**config.mk**
```make
export PLATFORM = sky130hd
export DESIGN_NAME = instr_fetch
export DESIGN_NICKNAME = d
export VERILOG_FILES = /design/src/rtl/instr_fetch_pkg.sv /design/src/rtl/instr_fetch.sv
export SDC_FILE = /design/constraint.sdc
export NUM_CORES = 1
export LEC_CHECK = 0
export ABC_AREA = 1
export BUFFER_PORTS_ARGS = -buffer_cell sky130_fd_sc_hd__buf_2
export CAP_MARGIN = 20
export CORE_MARGIN = 5
export CORE_UTILIZATION = 35
export DETAILED_ROUTE_END_ITERATION = 6
export GPL_ROUTABILITY_DRIVEN = 0
export PLACE_DENSITY_LB_ADDON = 0.25
export SETUP_SLACK_MARGIN = 0.4
export SYNTH_ARGS = -nofsm -noshare
export SYNTH_HDL_FRONTEND = slang
export SYNTH_SLANG_ARGS = --single-unit
```
**constraint.sdc**
```tcl
create_clock -name clk -period 2.5 [get_ports clk]
set_input_delay 0.5 -clock clk [delete_from_list [all_inputs] [get_ports clk]]
set_output_delay 0.5 -clock clk [all_outputs]
set_load 0.02 [all_outputs]
```
**src/rtl/instr_fetch_pkg.sv**
```systemverilog
// Shared RISC-V fetch definitions: data widths, the canonical NOP and fetch-state encodings.
package instr_fetch_pkg;
  localparam int XLEN = 32;
  localparam int ILEN = 32;
  localparam logic [ILEN-1:0] INSTR_NOP = 32'h0000_0013;

  typedef enum logic [1:0] {
    ST_BOOT  = 2'd0,
    ST_RUN   = 2'd1,
    ST_FAULT = 2'd2
  } fetch_state_t;
endpackage

```
**src/rtl/instr_fetch.sv**
```systemverilog
// Fetch stage: owns the PC, addresses a 1-cycle registered ROM and pairs each word with its PC.
// One bubble after reset, 1-cycle redirect penalty; stall re-reads the same word to hold outputs.
module instr_fetch
  import instr_fetch_pkg::*;
#(
  parameter int              ADDR_WIDTH = 14,
  parameter logic [XLEN-1:0] RESET_PC   = 32'h0
) (
  input  logic                  clk,
  input  logic                  rst_n,
  input  logic                  stall_i,
  input  logic                  redirect_i,
  input  logic [XLEN-1:0]       redirect_pc_i,
  output logic [ADDR_WIDTH-1:0] rom_addr_o,
  input  logic [ILEN-1:0]       rom_data_i,
  output logic [ILEN-1:0]       instr_o,
  output logic [XLEN-1:0]       pc_o,
  output logic [XLEN-1:0]       pc_plus4_o,
  output logic                  valid_o,
  output logic                  fault_o
);

  fetch_state_t    state_q, state_d;
  logic [XLEN-1:0] pc_q, next_pc, pc_inc;
  logic            fault_entry;

  assign pc_inc = pc_q + 32'd4;

  always_comb begin
    state_d     = state_q;
    next_pc     = pc_q;
    fault_entry = 1'b0;
    case (state_q)
      ST_BOOT: begin
        next_pc = RESET_PC;
        state_d = ST_RUN;
      end
      ST_RUN: begin
        if (redirect_i) begin
          next_pc = redirect_pc_i;
          // A misaligned target freezes the PC where it was.
          if (redirect_pc_i[1:0] != 2'b00) begin
            fault_entry = 1'b1;
            state_d     = ST_FAULT;
          end
        end else if (stall_i) begin
          next_pc = pc_q;
        end else begin
          next_pc = pc_inc;
        end
      end
      ST_FAULT: begin
        next_pc = pc_q;
      end
      default: begin
        next_pc = RESET_PC;
        state_d = ST_BOOT;
      end
    endcase
  end

  always_ff @(posedge clk or negedge rst_n) begin
    if (!rst_n) begin
      state_q <= ST_BOOT;
      pc_q    <= RESET_PC;
    end else begin
      state_q <= state_d;
      if (!fault_entry) pc_q <= next_pc;
    end
  end

  // Only the word-address bits reach the ROM, so high PCs alias back into it.
  assign rom_addr_o = next_pc[ADDR_WIDTH+1:2];
  assign valid_o    = (state_q == ST_RUN) && !redirect_i;
  assign instr_o    = valid_o ? rom_data_i : INSTR_NOP;
  assign pc_o       = pc_q;
  assign pc_plus4_o = pc_inc;
  assign fault_o    = (state_q == ST_FAULT);

endmodule
```
Word-level counts from Yosys, hierarchy flattened

Cells that the tools add are included.

Register bits: 34
Word-level logic and storage cells: 27

$add $sub $neg: 1
Mux-type cells: 10
Equality and inequality tests: 5
Bitwise gates (word level): 2
Reduce and logical (&&, ||, !) cells: 6

Operators with widths:

| cell                  | count |
|---|---|
| $mux 32               | 3 |
| $pmux 32 s2           | 1 |
| $add 32x3->32 const B | 1 |
| $pmux 2 s3            | 1 |
| $reduce_and 3->1      | 2 |
| $mux 2                | 2 |
| $ne 2x2->1 const B    | 2 |
| $mux 1                | 3 |
| $ne 3x3->1 const B    | 1 |
| $eq 2x1->1 const B    | 1 |
| $eq 2x2->1 const B    | 1 |
| $logic_not 2->1       | 1 |
| $not 1->1             | 2 |
| $reduce_bool 2->1     | 1 |
| $logic_and 1x1->1     | 1 |
| $logic_not 1->1       | 1 |

Depth between registers and ports, before layout

Gate-level depths: netlist (run 1).

Depth after elaboration: 6
Mapped depth: 12
Depth with buffers taken out: 12

Worst setup path before layout (run 1)

Ideal clock, no wire load.

Path kind: reg2out
Start: register pc_q[3], in the netlist pc_o[3]
End: output rom_addr_o[4]
Stages on the path, launching flop included: 8
Arrival time: 1.920 ns
Path slack: 0.080 ns
Cell sequence: dfrtp_1 ha_1 nand2_1 nor2_2 xor2_1 nand2_1 a21oi_1 buf_4

Longest elaborated chain between the ends: 4

RTL lines:

| item                   | line              | source |
|---|---|---|
| from (decl)            | instr_fetch.sv:24 | `logic [XLEN-1:0] pc_q, next_pc, pc_inc;` |
| from (signal assigned) | instr_fetch.sv:68 | `if (!fault_entry) pc_q <= next_pc;` |
| $add 32x3->32          | instr_fetch.sv:27 | `assign pc_inc = pc_q + 32'd4;` |
| via pc_plus4_o[6]      | instr_fetch.sv:18 | `output logic [XLEN-1:0] pc_plus4_o,` |
| $mux 32                | instr_fetch.sv:46 | `end else if (stall_i) begin` |
| $mux 32                | instr_fetch.sv:39 | `if (redirect_i) begin` |
| $pmux 32 s2            | instr_fetch.sv:33 | `case (state_q)` |
| to (decl)              | instr_fetch.sv:14 | `output logic [ADDR_WIDTH-1:0] rom_addr_o,` |

The timed path passes the listed nets, and every way through them passes these cells. The select of a mux whose other input is x is not followed.

Final worst setup path (run 1)

Start: register pc_q[4], in the netlist pc_o[4]
End: output rom_addr_o[13]

Longest elaborated chain between the ends: 4

RTL lines:

| item          | line |
|---|---|
| $add 32x3->32 | instr_fetch.sv:27 |
| $mux 32       | instr_fetch.sv:46 |
| $mux 32       | instr_fetch.sv:39 |
| $pmux 32 s2   | instr_fetch.sv:33 |

Every way passes these cells. The select of a mux whose other input is x is not followed.

==> results of run 1 <==
cell usage after synthesis, drive strengths merged:
master and instances:
o21ai 13, nand3 17, nand3b 10, dfrtp 34, clkbuf 10, inv 65
nor2 83, a31oi 3, a22oi 6, or2 4, clkinv 1, o21bai 3
buf 21, ha 4, nand2 265, and2 3, a21oi 17, nor3 1
nand4 8, xor2 4, xnor2 2
final cells by class:
type | count | area share [%]
Sequential cell | 34 | 14.50
Timing Repair Buffer | 251 | 32.95
Multi-Input combinational cell | 443 | 44.32
Clock buffer | 8 | 1.500
Tap cell | 111 | 2.312
Inverter | 66 | 4.416
cell usage in the layout, fill, tap and decap left out, drive strengths merged, types with 4 or more instances in the layout:
| cell | netlist | final |
|---|---|---|
| nand3 | 17 | 17 |
| or2 | 4 | 4 |
| buf | 21 | 248 |
| xor2 | 4 | 4 |
| nand2 | 265 | 265 |
| a21oi | 17 | 17 |
| clkbuf | 10 | 11 |
| dfrtp | 34 | 34 |
| o21ai | 13 | 13 |
| nor2 | 83 | 83 |
| inv | 65 | 64 |
| ha | 4 | 4 |
| nand4 | 8 | 8 |
| nand3b | 10 | 10 |
| a22oi | 6 | 6 |
worst max-delay path, delay by kind of cell (launching register included):
family	cells	cell delay, ns
buf+inv	1	0.18
flops	1	0.45
compound gates	1	0.14
simple gates	5	0.91
worst paths after layout:
kind,from,to,slack (ns),cells after the start
max,pc_o[4],rom_addr_o[13],0.006,7
min,rst_n,pc_o[2],0.30,1
max reg2reg,state_q[1],pc_o[10],0.55,12
min reg2reg,pc_o[1],pc_o[1],0.51,2
max in group asynchronous,rst_n,pc_o[17],1.57,1
min in group clk,redirect_pc_i[31],pc_o[31],0.49,5
kinds of logic (layout without fill, tap and decap cells):
logic type	count (synthesis)	count (layout)	share of synthesized area (%)
AO/OA/AOI/OAI	42	42	7.713
AND/OR/NAND/NOR	391	391	48.96
XOR/XNOR	6	6	1.842
buffers and inverters	97	325	13.85
adder cells (fa/ha/maj)	4	4	1.535
flip-flops	34	34	26.09
stage by stage:
stage / instances / util, % / worst slack, ns / hold slack [ns]
after floorplan: 574 / - / 0.3527 / 0.2044
after global placement: 844 / 46.44 / 0.2635 / 0.4957
after detailed placement: 844 / 46.44 / 0.1425 / 0.5046
after CTS: 898 / 56.45 / 0.1507 / 0.3413
after global routing: 913 / 65.63 / -0.01870 / 0.3638
final: 913 / 65.63 / 0.005506 / 0.3046
flip-flops by register name, summed over array words and instances (netlist names):
| name | flops |
|---|---|
| pc_o | 32 |
| state_q | 2 |
power by group:
part,leakage [nW],total (mW),internal (mW),switching [mW]
Clock,0.0455,0.452,0.225,0.226
Sequential,0.439,0.942,0.711,0.230
Combinational,2.68,3.77,1.60,2.17
Total,3.17,5.17,2.54,2.63
per-layer routing:
| layer | GRT usage [%] | vias to the layer above |
|---|---|---|
| met3 | 5.464 | 50 |
| li1 | - | 2197 |
| met5 | 0 | - |
| met4 | 8.950 | 0 |
| met1 | 27.87 | 2099 |
| met2 | 42.90 | 255 |
timing repair:
item / in CTS / in global routing
pin swaps: 38 / 42
gates cloned: 1 / 3
setup buffers: 45 / 12
endpoints found under the setup margin: 71 / 70
hold buffers: 0 / 0
gates resized for setup: 130 / 195
==> metrics.csv, run 1 <==
metric,value,unit
Cell variety after synth,33,
first-pass GRT wire length,22030,um
Tot Pwr,5.168,mW
setup violators final,0,
area of the multi-input gates,2663,sq um
RSZ-0062 raised after global routing,yes,
MaxCap Viol Count,0,
Crit Path Category,flip-flop to output pin,
Final Max Tran Viols,0,
fin crit share,99.78,%
met1 WL,5578,um
die area,11350,sq um
Clock Tree Root,clkbuf_8,
# port buffers,179,
Mapped Cells,574,
Post-Syn Area,3261,sq um
Storage cell area,870.8,sq um
num rows,35,
Fin. Hold Viols,0,
CTS tree,yes,
antenna-violating nets left,0,
Seq cells post-synth,34,
Starting DRT DRC Count,375,
routed length on met3,1415,um
ANT cells,0,
DRC,0,
# fillers,764,
Detailed Routing Iterations Pass 1,5,
Post-Syn Area per Cell,5.681,sq um
measured slew at the worst slew-check pin,0.8616,ns
CP cell instances,"nand3_2, nor2_2, nand4_1, nand3_1, nand2_1, a21oi_1, buf_2",
post-DR wirelength/cell,16.45,um
Die X,106.5,um
gr ovfl total,0,
crit path DAT,1.99,ns
largest fanout on the critical path,5,
pwr dens,860.4,nW/um^2
Area contributors post-synth,"nand2_1, dfrtp_1, nor2_1",
layout cells sized above 1,51.00,%
"Net Count, Synth",646,
Yosys warnings,0,
maximum clock frequency,400.9,MHz
I/O pin count,180,
type of origin of the critical path,flip-flop,
Area Growth Syn to Fin,84.23,%
CP peak stage delay,0.45,ns
Synth top area share,30.28,%
vias,4601,
element type at the critical path end,output pin,
outcome,completed,
GRT Overall Usage,24.00,%
Lkg Pwr,3.167,nW
setup tns final,0,ns
Final nets,873,
H-tree depth,2,
Routed WL,15020,um
Core Footprint,9153,sq um
clk sinks,34,
CTS max path bufs,2,
starting density of the core,35.63,%
die span in y,106.5,um
clk_skew,0.01881,ns
largest net degree at the start of global routing,35,
sequential cell area fraction in the yosys report,26.09,%
Clock Latency Late Sink,0.30,ns
Worst EP required,2.00,ns
Hold Path Class,input port to asynchronous set/reset pin,
vias in the first global route,4500,
peak supply drop,0.5453,mV
area post-placement,4250,sq um
Worst slew margin,42.56,%
crit path time final,2.494,ns
Via-to-Cell Ratio,5.039,
initial antenna violation count,0,
"area leader, netlist",nand2_1,
number of buffers created by CTS,5,
"Reg clk slew, reported paths",0.09,ns
critical path's slowest cell,dfrtp_2,
dpl hpwl,9901,um
final instance area,6007,sq um
routed length on met2,7416,um
Top Layer Used,met4,
Note: power is estimated with default switching activity, not from simulation.
==> run 2: changes to the inputs <==
ABC_AREA = 0   (was 1)
CORE_MARGIN = 2   (was 5)
==> run 2 against run 1 <==
The run now ends with negative setup slack left. Largest power group unchanged. Clock power is 2% higher. Setup slack worse by 0.18 ns. Global-route usage is 2.1 points higher.
==> metrics.csv, run 2 <==
metric,value,unit
# fillers,604,
fraction of the mapped netlist area in adder cells,1.566,%
Synth top area share,26.62,%
first-pass GRT wire length,20710,um
reg2reg start,state_q[1],
post-DR wirelength/cell,20.53,um
Via-to-Cell Ratio,5.844,
# port buffers,179,
antenna-violating nets left,0,
Clock power frac,9.8,%
vias in the first global route,4067,
Worst EP required,2.00,ns
most frequent cells in the layout,"buf_2, buf_4, buf_6",
Fin. Hold Viols,0,
compound-gate portion of the synthesized area,23.84,%
initial antenna violation count,0,
Mapped Cells,407,
count of non-filler cells in the finished layout,762,
type of origin of the critical path,flip-flop,
peak supply drop,0.5785,mV
clk sinks,34,
"area leader, netlist",dfrtp_1,
Hold Path Class,input port to asynchronous set/reset pin,
Post-Syn Area,3196,sq um
routed length on met3,1354,um
r2r endpoint,pc_o[7],
Starting DRT DRC Count,281,
Final nets,725,
CTS max path bufs,2,
clk_skew,0.01041,ns
die area,9910,sq um
"Net Count, Synth",479,
element type at the critical path end,output pin,
sequential cell area fraction in the yosys report,26.62,%
fin crit share,107.0,%
main combinational cell family by area after synthesis,simple AND/OR/NAND/NOR gates,
die span in y,99.55,um
most numerous cell in the Yosys netlist,o21ai_0,
H-tree depth,2,
crit path time final,2.674,ns
Clock Latency Late Sink,0.30,ns
vias,4453,
layout cells sized above 1,68.35,%
Comb pwr share,72.8,%
number of buffers created by CTS,5,
"commonest non-fill, non-tap cell in the layout",buf_2,
outcome,"finished, violations left",
Routed WL,15640,um
max reg flops,32,
gr ovfl total,0,
dpl hpwl,8908,um
Post-Syn Area per Cell,7.852,sq um
measured slew at the worst slew-check pin,0.8674,ns
Hold Slack,0.3076,ns
mux cell area share after synthesis,1.057,%
Detailed Routing Iterations Pass 1,5,
Synth Area in XOR/XNOR,7.400,%
maximum clock frequency,374.0,MHz
starting density of the core,36.29,%
R2R Setup Slk,0.33,ns
routed length on met2,8160,um
Sw Pwr,2.260,mW
Yosys warnings,0,
setup violators final,11,
Top Layer Used,met4,
Worst slew margin,42.17,%
Synth top cells by count,"o21ai_0, nand2_1, and2_1, dfrtp_1",
ANT cells,0,
Crit Path Category,flip-flop to output pin,
MaxCap Viol Count,0,
ys async rst share,100.0,%
cell total after placement,677,
Simple-Gate Fraction of Synth Area,29.56,%
CTS tree,yes,
Final WS setup,-0.1738,ns
Core Footprint,8806,sq um
Cell variety after synth,59,
num rows,34,
"Reg clk slew, reported paths",0.09,ns
"EDFF count, synth",0,
"Top FF cell, synth",dfrtp_1,
Lkg Pwr,3.180,nW
largest net degree at the start of global routing,35,
Seq cells post-synth,34,
Clock Tree Root,clkbuf_8,
crit path DAT,2.17,ns
reg2reg path depth,10,
share of power burned in registers,17.4,%
Area Growth Syn to Fin,96.67,%
Final Max Tran Viols,0,
violated checks,negative setup slack,
Area contributors post-synth,"dfrtp_1, and2_1, o21ai_0",
Tot Pwr,4.703,mW
Internal,2.442,mW
largest fanout on the critical path,8,
DRC,0,
sw frac,48.06,%
GRT Overall Usage,26.10,%
met1 WL,5646,um
I/O pin count,180,
Die X,99.55,um
RSZ-0062 raised after global routing,yes,
pwr dens,748.3,nW/um^2
==> run 2: timing repair <==
action	4_1_cts	5_1_grt
buffers inserted	46	25
resized for setup	133	161
setup endpoints to repair	72	78
pin swaps	32	52
cloned	2	4
hold buffers	0	0
==> run 2: power groups by stage <==
stage	sequential, mW	clock, mW	combinational [mW]
finish	0.818	0.461	3.42
global route	0.828	0.493	3.58
CTS	0.800	0.459	2.71
detailed placement	0.813	0	2.30
global placement	0.809	0	2.28
floorplan	0.886	0	1.57
==> run 2: cell families (layout without fill, tap and decap cells) <==
family / count (synthesis) / in the layout
buffers and inverters: 63 / 309
DFF: 34 / 34
muxes: 3 / 3
adders and majority gates: 4 / 4
AOI/OAI and AO/OA: 113 / 113
and+or+nand+nor: 163 / 164
xor gates and xnor gates: 27 / 27
==> run 2: through the flow <==
stage	cell area, sq um	util [%]	setup WS (ns)	setup TNS (ns)
after floorplan	3505	-	0.1712	0
after global placement	4447	50.50	0.1871	0
after detailed placement	4447	50.50	0.1462	0
after CTS	5453	61.92	-0.03734	-0.1057
after global routing	6285	71.37	-0.2228	-1.903
final	6285	71.37	-0.1738	-0.8134
==> run 2: area by class of cell <==
type                    count  area [sq um]  share of cell area (%)
clock buffers               6         82.58                   1.314
flip-flops and latches     34         870.8                   13.86
inverters                  14         52.55                  0.8362
well taps                 108         135.1                   2.150
multi-input cells         311          2839                   45.17
clock inverters             2         12.51                  0.1991
repair buffers            287          2292                   36.47
==> run 2: critical path: stages (launching register included) <==
cell and delay (ns):
dfrtp_1 0.41, inv_2 0.14, ha_4 0.18, or3b_4 0.48, o21ai_1 0.21, a221oi_1 0.13
nor2b_1 0.17, buf_4 0.16
==> run 2: per-layer routing <==
metal,up-vias,global-route usage [%]
met5,-,0
met4,0,8.535
met3,49,4.849
met2,311,45.84
met1,2150,32.20
li1,1943,-
==> run 2: worst max-delay path by stage <==
| stage | from | slack [ns] | endpoint |
|---|---|---|---|
| floorplan | pc_o[7] | 0.17 | pc_plus4_o[28] |
| finish | state_q[1] | -0.17 | rom_addr_o[3] |
| global route | state_q[1] | -0.22 | rom_addr_o[3] |
| global placement | stall_i | 0.19 | rom_addr_o[9] |
| CTS | state_q[0] | -0.04 | rom_addr_o[11] |
| detailed placement | redirect_i | 0.15 | rom_addr_o[5] |
==> run 3: changes to the inputs <==
==> constraint.sdc (replaced) <==
create_clock -name clk -period 2.5 [get_ports clk]
set_input_delay 0.25 -clock clk [delete_from_list [all_inputs] [get_ports clk]]
set_output_delay 0.25 -clock clk [all_outputs]
set_load 0.02 [all_outputs]
==> run 3 against run 2 <==
The flow now finishes without violations. Global-route usage shrank 2.5 points. Via count shrank 3.1%. Clock power shrank 3%. Power shrank 5.3%. Sequential share of layout area grew 1.3 points. Critical endpoint is now pc_plus4_o[25]. Largest cell class unchanged. Highest routed layer unchanged.
==> metrics.csv, run 3 (synthesis gave the netlist of run 2 again) <==
metric,value,unit
outcome,completed,
vias,4314,
pwr dens,776.9,nW/um^2
Final WS setup,0.2100,ns
Die X,99.55,um
first-pass GRT wire length,18970,um
Final Max Tran Viols,0,
vias in the first global route,3768,
dpl hpwl,8660,um
gr ovfl total,0,
type of origin of the critical path,flip-flop,
GRT Overall Usage,23.57,%
hold buffer count at cts,0,
# fillers,720,
fin crit share,91.60,%
CTS max path bufs,2,
Crit Path Category,flip-flop to output pin,
crit path DAT,2.04,ns
die span in y,99.55,um
Worst slew margin,45.44,%
reg2reg path depth,7,
most frequent cells in the layout,"buf_2, buf_4, and2_1",
"commonest non-fill, non-tap cell in the layout",buf_2,
Core Footprint,8806,sq um
H-tree depth,2,
clk_skew,0.01127,ns
measured slew at the worst slew-check pin,0.8184,ns
peak supply drop,0.5967,mV
largest net degree at the start of global routing,35,
Worst EP required,2.25,ns
Hold Slack,0.05226,ns
RSZ-0062 raised after global routing,yes,
Hold Path Class,input port to asynchronous set/reset pin,
antenna-violating nets left,0,
Via-to-Cell Ratio,5.603,
CP peak stage delay,0.43,ns
area of the multi-input gates,2605,sq um
Clock Latency Late Sink,0.30,ns
Clock Tree Root,clkbuf_8,
Detailed Routing Iterations Pass 1,5,
crit path time final,2.290,ns
DRC,0,
die area,9910,sq um
CTS tree,yes,
Lkg Pwr,3.047,nW
Buffers & Inverters on Critical Path,3,
largest fanout on the critical path,7,
initial antenna violation count,0,
Fin. Hold Viols,0,
Final nets,733,
dpl ws,0.2696,ns
critical path's slowest cell,dfrtp_1,
layout cells sized above 1,61.93,%
clk sinks,34,
Area Growth Syn to Fin,79.37,%
post-DR wirelength/cell,17.77,um
starting density of the core,36.29,%
Storage cell area,867.1,sq um
final instance area,5732,sq um
number of buffers created by CTS,5,
ANT cells,0,
# port buffers,179,
Routed WL,13680,um
CP cell instances,"nand4_4, buf_12, nor4_4, buf_6, nand4_1, xnor2_2, buf_4",
setup violators final,0,
maximum clock frequency,436.7,MHz
MaxCap Viol Count,0,
area post-placement,4179,sq um
Starting DRT DRC Count,261,
num rows,34,
Levels on crit path,7,
setup tns final,0,ns
"Reg clk slew, reported paths",0.08,ns
max reg flops,32,
Crit path max-delay family,simple AND/OR/NAND/NOR gates,
I/O pin count,180,
element type at the critical path end,output pin,
==> run 3: where the power goes <==
part           switching (mW)  total [mW]  leakage, nW  internal, mW
combinational            1.76        3.19         2.55          1.43
clock                   0.222       0.445       0.0482         0.223
sequential              0.159       0.815        0.447         0.657
==> run 3: per-layer routing <==
metal / share of wire (%) / track usage [%] / up-vias
li1: - / - / 1967
met1: 40 / 31.11 / 2056
met2: 50 / 39.40 / 255
met3: 7.4 / 4.216 / 36
met4: 2.2 / 7.165 / 0
met5: 0 / 0 / -
==> run 3: path summary, 6_finish.rpt <==
check,slack [ns],start,to
setup / recovery,0.21,pc_o[5],pc_plus4_o[25]
hold / removal,0.05,rst_n,state_q[0]
setup reg to reg,0.46,pc_o[5],pc_o[24]
hold reg to reg,0.55,pc_o[0],pc_o[0]
max in group asynchronous,1.88,rst_n,pc_o[2]
min in group clk,0.17,redirect_pc_i[20],pc_o[20]
==> run 3: worst reg2reg max path: stages (launching register included) <==
cell,delay [ns]
dfrtp_1,0.43
nand4_4,0.16
nor4_4,0.37
buf_4,0.17
nand4_1,0.14
buf_4,0.19
a41o_1,0.20
a221o_1,0.28
==> run 3: repair_timing <==
action	CTS	global route
pin swaps	28	39
gates cloned	2	0
resized for setup	105	86
endpoints found under the setup margin	73	66
setup buffers	51	44
==> run 3: cell type report <==
cell class	instances	area share [%]
Clock buffer	7	1.506
Tap cell	108	2.358
Inverter	14	0.9168
Clock inverter	1	0.08732
Multi-Input combinational cell	311	45.45
Timing Repair Buffer	295	34.56
Sequential cell	34	15.13
==> run 3: metrics by stage <==
step,utilization [%],std cells,total power [mW]
floorplan,-,407,2.275
CTS,57.52,726,3.881
finish,65.09,770,4.453
detailed placement,47.46,665,2.942
global route,65.09,770,4.646
global placement,47.46,665,2.919
